[config.mk]
export PLATFORM = sky130hd
export DESIGN_NAME = branch_hazard_unit_flat
export DESIGN_NICKNAME = d
export VERILOG_FILES = /design/src/rtl/branch_hazard_unit_pkg.sv /design/src/rtl/branch_hazard_unit_if.sv /design/src/rtl/branch_hazard_unit_br_stage_track.sv /design/src/rtl/branch_hazard_unit.sv /design/src/flat_wrapper.sv
export SDC_FILE = /design/constraint.sdc
export NUM_CORES = 1
export LEC_CHECK = 0
export BUFFER_PORTS_ARGS = -buffer_cell sky130_fd_sc_hd__buf_2
export CAP_MARGIN = 20
export CORE_AREA = 10 10 55 57
export DETAILED_ROUTE_END_ITERATION = 6
export DIE_AREA = 0 0 65 67
export PLACE_DENSITY = 0.82
export RECOVER_POWER = 25
export SLEW_MARGIN = 20
export SYNTH_ARGS = -nofsm -noshare
export SYNTH_HDL_FRONTEND = slang
export SYNTH_SLANG_ARGS = --single-unit
[constraint.sdc]
create_clock -name clk -period 2.2 [get_ports clk]
set_clock_uncertainty 0.15 [all_clocks]
set_input_delay 0 -clock clk [delete_from_list [all_inputs] [get_ports clk]]
set_output_delay 0 -clock clk [all_outputs]
set_load 0.03 [all_outputs]
[src/rtl/branch_hazard_unit_pkg.sv]
// Shared constants, stage-record type and match helper for the branch hazard unit.
// The branch operand mux imports the same BR_HAZ_* select codes.
package br_haz_pkg;

    localparam int REG_ADDR_W = 5;
    localparam int BR_HAZ_W   = 3;

    localparam logic [BR_HAZ_W-1:0] BR_HAZ_NONE   = 3'd0;
    localparam logic [BR_HAZ_W-1:0] BR_HAZ_ALU_A  = 3'd1;
    localparam logic [BR_HAZ_W-1:0] BR_HAZ_ALU_B  = 3'd2;
    localparam logic [BR_HAZ_W-1:0] BR_HAZ_DMEM_A = 3'd3;
    localparam logic [BR_HAZ_W-1:0] BR_HAZ_DMEM_B = 3'd4;

    typedef struct packed {
        logic                  valid;
        logic                  we;
        logic [REG_ADDR_W-1:0] rd;
        logic                  is_load;
    } stage_rec_t;

    localparam stage_rec_t STAGE_BUBBLE = '0;

    typedef enum logic [1:0] {
        NEED_NONE,
        NEED_ALU,
        NEED_DMEM,
        NEED_LOAD
    } op_need_t;

    // x0 is hardwired, so a record writing x0 never produces a match.
    function automatic logic rec_match(input stage_rec_t rec, input logic [REG_ADDR_W-1:0] rs);
        return rec.valid & rec.we & (rec.rd != '0) & (rec.rd == rs);
    endfunction

endpackage

[src/rtl/branch_hazard_unit_if.sv]
// Decode-side bundle between the decoder (master) and the branch hazard unit (slave).
interface branch_hazard_unit_if;
    import br_haz_pkg::*;

    logic                  id_valid;
    logic                  id_br_use;
    logic [REG_ADDR_W-1:0] id_rs1;
    logic [REG_ADDR_W-1:0] id_rs2;
    logic [REG_ADDR_W-1:0] id_rd;
    logic                  id_reg_we;
    logic                  id_is_load;
    logic                  flush;
    logic [BR_HAZ_W-1:0]   br_haz;
    logic                  stall;

    modport master (
        output id_valid, id_br_use, id_rs1, id_rs2, id_rd, id_reg_we, id_is_load, flush,
        input  br_haz, stall
    );

    modport slave (
        input  id_valid, id_br_use, id_rs1, id_rs2, id_rd, id_reg_we, id_is_load, flush,
        output br_haz, stall
    );

endinterface

[src/rtl/branch_hazard_unit_br_stage_track.sv]
// EX/MEM destination-record pipeline: MEM always takes EX, EX takes the ID record or a bubble.
module br_stage_track
    import br_haz_pkg::*;
(
    input  logic       clk,
    input  logic       rst_n,
    input  logic       load_en,
    input  stage_rec_t id_rec,
    output stage_rec_t ex_rec,
    output stage_rec_t mem_rec
);

    always_ff @(posedge clk or negedge rst_n) begin
        if (!rst_n) begin
            ex_rec  <= STAGE_BUBBLE;
            mem_rec <= STAGE_BUBBLE;
        end else begin
            mem_rec <= ex_rec;
            ex_rec  <= load_en ? id_rec : STAGE_BUBBLE;
        end
    end

endmodule

[src/rtl/branch_hazard_unit.sv]
// Branch forwarding select and load/dual-operand stall generation for the decode stage.
// Optional stall-cycle counter enabled by defining BR_HAZ_PERF_EN.
module branch_hazard_unit
    import br_haz_pkg::*;
#(
`ifdef BR_HAZ_PERF_EN
    parameter int PERF_W = 32
`endif
)(
    input  logic                 clk,
    input  logic                 rst_n,
    branch_hazard_unit_if.slave  bus
`ifdef BR_HAZ_PERF_EN
    ,
    output logic [PERF_W-1:0]    stall_cycles
`endif
);

    stage_rec_t ex_rec;
    stage_rec_t mem_rec;
    stage_rec_t id_rec;
    logic       load_en;
    op_need_t   need_a;
    op_need_t   need_b;

    function automatic op_need_t classify(input stage_rec_t ex, input stage_rec_t mem,
                                          input logic [REG_ADDR_W-1:0] rs);
        if (rec_match(ex, rs))
            return ex.is_load ? NEED_LOAD : NEED_ALU;
        else if (rec_match(mem, rs))
            return NEED_DMEM;
        else
            return NEED_NONE;
    endfunction

    assign id_rec.valid   = bus.id_valid;
    assign id_rec.we      = bus.id_reg_we;
    assign id_rec.rd      = bus.id_rd;
    assign id_rec.is_load = bus.id_is_load;

    // A flushed or stalled instruction must not reach EX; either way a bubble goes in.
    assign load_en = bus.id_valid & ~bus.stall & ~bus.flush;

    br_stage_track u_track (
        .clk     (clk),
        .rst_n   (rst_n),
        .load_en (load_en),
        .id_rec  (id_rec),
        .ex_rec  (ex_rec),
        .mem_rec (mem_rec)
    );

    assign need_a = classify(ex_rec, mem_rec, bus.id_rs1);
    assign need_b = classify(ex_rec, mem_rec, bus.id_rs2);

    // The mux can forward only one operand, so two live hazards also stall.
    always_comb begin
        bus.br_haz = BR_HAZ_NONE;
        bus.stall  = 1'b0;
        if (bus.id_valid && bus.id_br_use) begin
            if (need_a == NEED_LOAD || need_b == NEED_LOAD) begin
                bus.stall = 1'b1;
            end else if (need_a != NEED_NONE && need_b != NEED_NONE) begin
                bus.stall = 1'b1;
            end else if (need_a == NEED_ALU) begin
                bus.br_haz = BR_HAZ_ALU_A;
            end else if (need_a == NEED_DMEM) begin
                bus.br_haz = BR_HAZ_DMEM_A;
            end else if (need_b == NEED_ALU) begin
                bus.br_haz = BR_HAZ_ALU_B;
            end else if (need_b == NEED_DMEM) begin
                bus.br_haz = BR_HAZ_DMEM_B;
            end
        end
    end

`ifdef BR_HAZ_PERF_EN
    always_ff @(posedge clk or negedge rst_n) begin
        if (!rst_n)
            stall_cycles <= '0;
        else if (bus.stall && (stall_cycles != '1))
            stall_cycles <= stall_cycles + 1'b1;
    end
`endif

endmodule
[src/flat_wrapper.sv]
// flat-port wrapper written by rule: the top's interface ports become plain ports
module branch_hazard_unit_flat import br_haz_pkg::*;
  (clk, rst_n, bus_id_valid, bus_id_br_use, bus_id_rs1, bus_id_rs2, bus_id_rd, bus_id_reg_we, bus_id_is_load, bus_flush, bus_br_haz, bus_stall);
  branch_hazard_unit_if bus_i ();
  input  logic clk;
  input  logic rst_n;
  input wire logic [$bits(bus_i.id_valid)-1:0] bus_id_valid;
  input wire logic [$bits(bus_i.id_br_use)-1:0] bus_id_br_use;
  input wire logic [$bits(bus_i.id_rs1)-1:0] bus_id_rs1;
  input wire logic [$bits(bus_i.id_rs2)-1:0] bus_id_rs2;
  input wire logic [$bits(bus_i.id_rd)-1:0] bus_id_rd;
  input wire logic [$bits(bus_i.id_reg_we)-1:0] bus_id_reg_we;
  input wire logic [$bits(bus_i.id_is_load)-1:0] bus_id_is_load;
  input wire logic [$bits(bus_i.flush)-1:0] bus_flush;
  output wire logic [$bits(bus_i.br_haz)-1:0] bus_br_haz;
  output wire logic [$bits(bus_i.stall)-1:0] bus_stall;
  assign bus_i.id_valid = bus_id_valid;
  assign bus_i.id_br_use = bus_id_br_use;
  assign bus_i.id_rs1 = bus_id_rs1;
  assign bus_i.id_rs2 = bus_id_rs2;
  assign bus_i.id_rd = bus_id_rd;
  assign bus_i.id_reg_we = bus_id_reg_we;
  assign bus_i.id_is_load = bus_id_is_load;
  assign bus_i.flush = bus_flush;
  assign bus_br_haz = bus_i.br_haz;
  assign bus_stall = bus_i.stall;
  branch_hazard_unit u_core (.clk(clk), .rst_n(rst_n), .bus(bus_i));
endmodule
==> impl_metrics.py <==
metrics = {
    "worst_hold_path": {
        "hold_depth": 3,
        "hold_path_class": "in2reg",
    },
    "clock_tree": {
        "path_clk_slew_ps": 100,
        "numCtsBuffers": 3,
        "clock_sinks": 15,
        "cts_tree": "built",
        "cts_htree_levels": 1,
        "cts_root_buf": "clkbuf_4",
        "clock_path_buffers": 2,
        "clock_latency_ps": 280,
    },
    "sta": {
        "finalCritPeriodShare_pct": 116,
        "tns_ps": -2600,
        "rsz0062_at_grt": "true",
        "max_freq_mhz": 393,
        "layout_min_cycle_time_ps": 2540,
        "finalHoldViolations": 0,
        "setup_viol": 12,
        "drv_slew": 0,
        "worstMarginPinSlew_ps": 631,
        "fin_ws_ps": -343,
        "relSlewSlack_pct": 57.8,
    },
    "die": {
        "initial_core_util_pct": 42.5,
        "io_pins": 26,
        "die_x_um": 65,
        "die_area_um2": 4360,
        "rows": 16,
        "core_region_area_um2": 1940,
        "die_y_um": 67,
    },
    "synthesis": {
        "synth-seq-cells": 15,
        "synth-seq-area-share_pct": 45.5,
        "syn_nets": 101,
        "synth_flop_cell": "dfrtp_1",
        "synth_top_family_by_area": "simple AND/OR/NAND/NOR gates",
        "synthMostInstantiatedCell": "dfrtp_1",
        "synth_top_cell_by_area": "dfrtp_1",
        "synthAdderAreaFrac_pct": 0,
        "syn-instance-count": 79,
        "yosysWarnings": 0,
        "synth-simple-area-share_pct": 25.3,
        "synth_cell_types": 21,
        "synth_xor_xnor_area_share_pct": 21.2,
        "synth.top_cell.area_share_pct": 45.5,
        "synthTopCellsByArea": "dfrtp_1 (45%), xnor2_1 (12%), xor2_1 (9.5%)",
        "synth_edf_count": 0,
        "synth-async-reset-ratio_pct": 100,
        "synthMuxAreaShare_pct": 1.21,
        "syn_area_per_cell_um2": 10.5,
        "synth-compound-area-share_pct": 5.91,
        "syn_area_um2": 826,
        "synth_common_cells": "dfrtp_1 (15), nand2_1 (11), xnor2_1 (11)",
    },
    "placement": {
        "globalplace.congestion": 0.879,
        "hpwlAfterDp_um": 1710,
        "dpl_cell_area_um2": 1100,
        "portBuffers": 25,
    },
    "route": {
        "drt-wirelength-per-cell_um": 15.5,
        "routed_wl_um": 2610,
        "viasPerCell": 4.81,
        "ant_nets": 0,
        "first_pass_iters": 4,
        "drc": 0,
        "drt_iter0_drc": 18,
        "num_vias": 808,
    },
    "setup_path": {
        "crit_slowest_cell": "or4_4",
        "cp_cell_sequence": "or4_4, nor2_4, nor4_4, buf_4, or3b_1, a211oi_2, buf_4",
        "crit_buf_inv": 2,
        "critPathCaptureType": "output port",
        "cp_top_family": "simple AND/OR/NAND/NOR gates",
        "critical_path_class": "reg2out",
        "path_common_cell": "buf_4",
        "cpPeakStageDelay_ps": 560,
        "cp.arrival_ps": 2390,
        "worst-path-stages": 7,
        "start_kind": "flip-flop",
        "worst-r2r-cell-count": 9,
        "required_ps": 2050,
        "crit_path_max_fanout": 3,
    },
    "grt": {
        "grt_max_degree": 16,
        "antenna_found_initial": 0,
        "grt_pass1_vias": 969,
        "track_usage_pct": 12.2,
        "overflow": 0,
        "grt_pass1_wl_um": 4150,
    },
    "outcome": {
        "status": "finished with violations",
        "violations": "setup timing",
    },
    "layout": {
        "final_area_um2": 1390,
        "syn_to_final_growth_pct": 67.7,
        "nets": 164,
        "layout-drive-gt1-share_pct": 42.6,
        "diodes": 0,
    },
    "job": {
        "cap_violations": 0,
    },
    "power": {
        "p_per_area_nw_per_um2": 420,
        "peakVddDrop_mv": 0.449,
        "p_leak_nw": 0.605,
    },
}
## state kept, by name, indices dropped and copies added, names as in the netlist
signal	cells
u_core.u_track.ex_rec	8
u_core.u_track.mem_rec	7
## area by class of cell
type                    count  area (um2)
clock buffers               3        22.5
clock inverters             1        7.51
fillers                   137         557
inverters                   1        3.75
multi-input cells          62         505
flip-flops and latches     15         375
well taps                  27        33.8
repair buffers             59         437
## worst reg2reg max path: cells and delay by family, from the launching register on
family                 cells  cell delay [ps]
XOR/XNOR                   1              160
AND/OR/NAND/NOR            3              780
flip-flops                 1              430
buffers and inverters      3              440
AO/OA/AOI/OAI              2              350
## power breakdown
group	total [W]	internal (W)	switching, W
combinational	0.000125	0.0000672	0.0000573
clock	0.000162	0.0000690	0.0000933
sequential	0.000295	0.000286	0.00000833
total	0.000582	0.000423	0.000159
## through the flow
| stage | utilization, % | setup WS [ps] | cells | total power (W) | hold WS [ps] |
|---|---|---|---|---|---|
| finish | 71.3 | -343 | 168 | 0.000582 | 107 |
| global route | 71.3 | -409 | 168 | 0.000608 | 119 |
| CTS | 69.4 | -301 | 166 | 0.000573 | 45.7 |
| detailed placement | 56.6 | -109 | 144 | 0.000390 | -239 |
| global placement | 56.6 | -102 | 144 | 0.000386 | -245 |
| floorplan | - | -288 | 79 | 0.000345 | -446 |
## layout by cell type (no fill, tap or decap), types with 3 or more instances in the layout
cell type	Yosys	layout
buf_2	0	21
buf_4	0	16
buf_6	0	3
clkbuf_4	0	3
dfrtp_1	15	15
dlygate4sd3_1	0	17
nand2_1	11	11
nand3_1	3	3
nor2_1	9	6
nor4_2	2	4
xnor2_1	11	11
xor2_1	9	9
## kinds of logic after synthesis
family,Yosys count
and+or+nand+nor,36
DFF,15
AOI/OAI and AO/OA,5
xor gates and xnor gates,20
muxes,1
buffers and inverters,2
## routing by layer
metal	track usage (%)	vias up	wire length (um)
met5	0	-	0
met4	6.68	0	32
met3	3.51	4	150
met2	24.5	23	1480
met1	10.4	387	941
li1	-	394	-
## final timing paths
kind	from	end	slack (ps)
min in group asynchronous	rst_n	u_core.u_track.mem_rec[1]	630
worst min register to register	u_core.u_track.ex_rec[7]	u_core.u_track.mem_rec[7]	240
max in group asynchronous	rst_n	u_core.u_track.ex_rec[3]	860
worst min-delay path	bus_id_valid	u_core.u_track.ex_rec[7]	110
worst max-delay path	u_core.u_track.mem_rec[4]	bus_br_haz[1]	-340
worst max register to register	u_core.u_track.mem_rec[4]	u_core.u_track.ex_rec[3]	-220
## what timing repair did
| item | in CTS | in global routing |
|---|---|---|
| hold buffers | 17 | 0 |
| setup buffers | 1 | 2 |
| pin swaps | 2 | 6 |
| gates cloned | 0 | 0 |
| hold endpoints to repair | 23 | 0 |
| gates resized for setup | 11 | 7 |
| endpoints found under the setup margin | 12 | 12 |
Power figures use the tool's default switching activity.
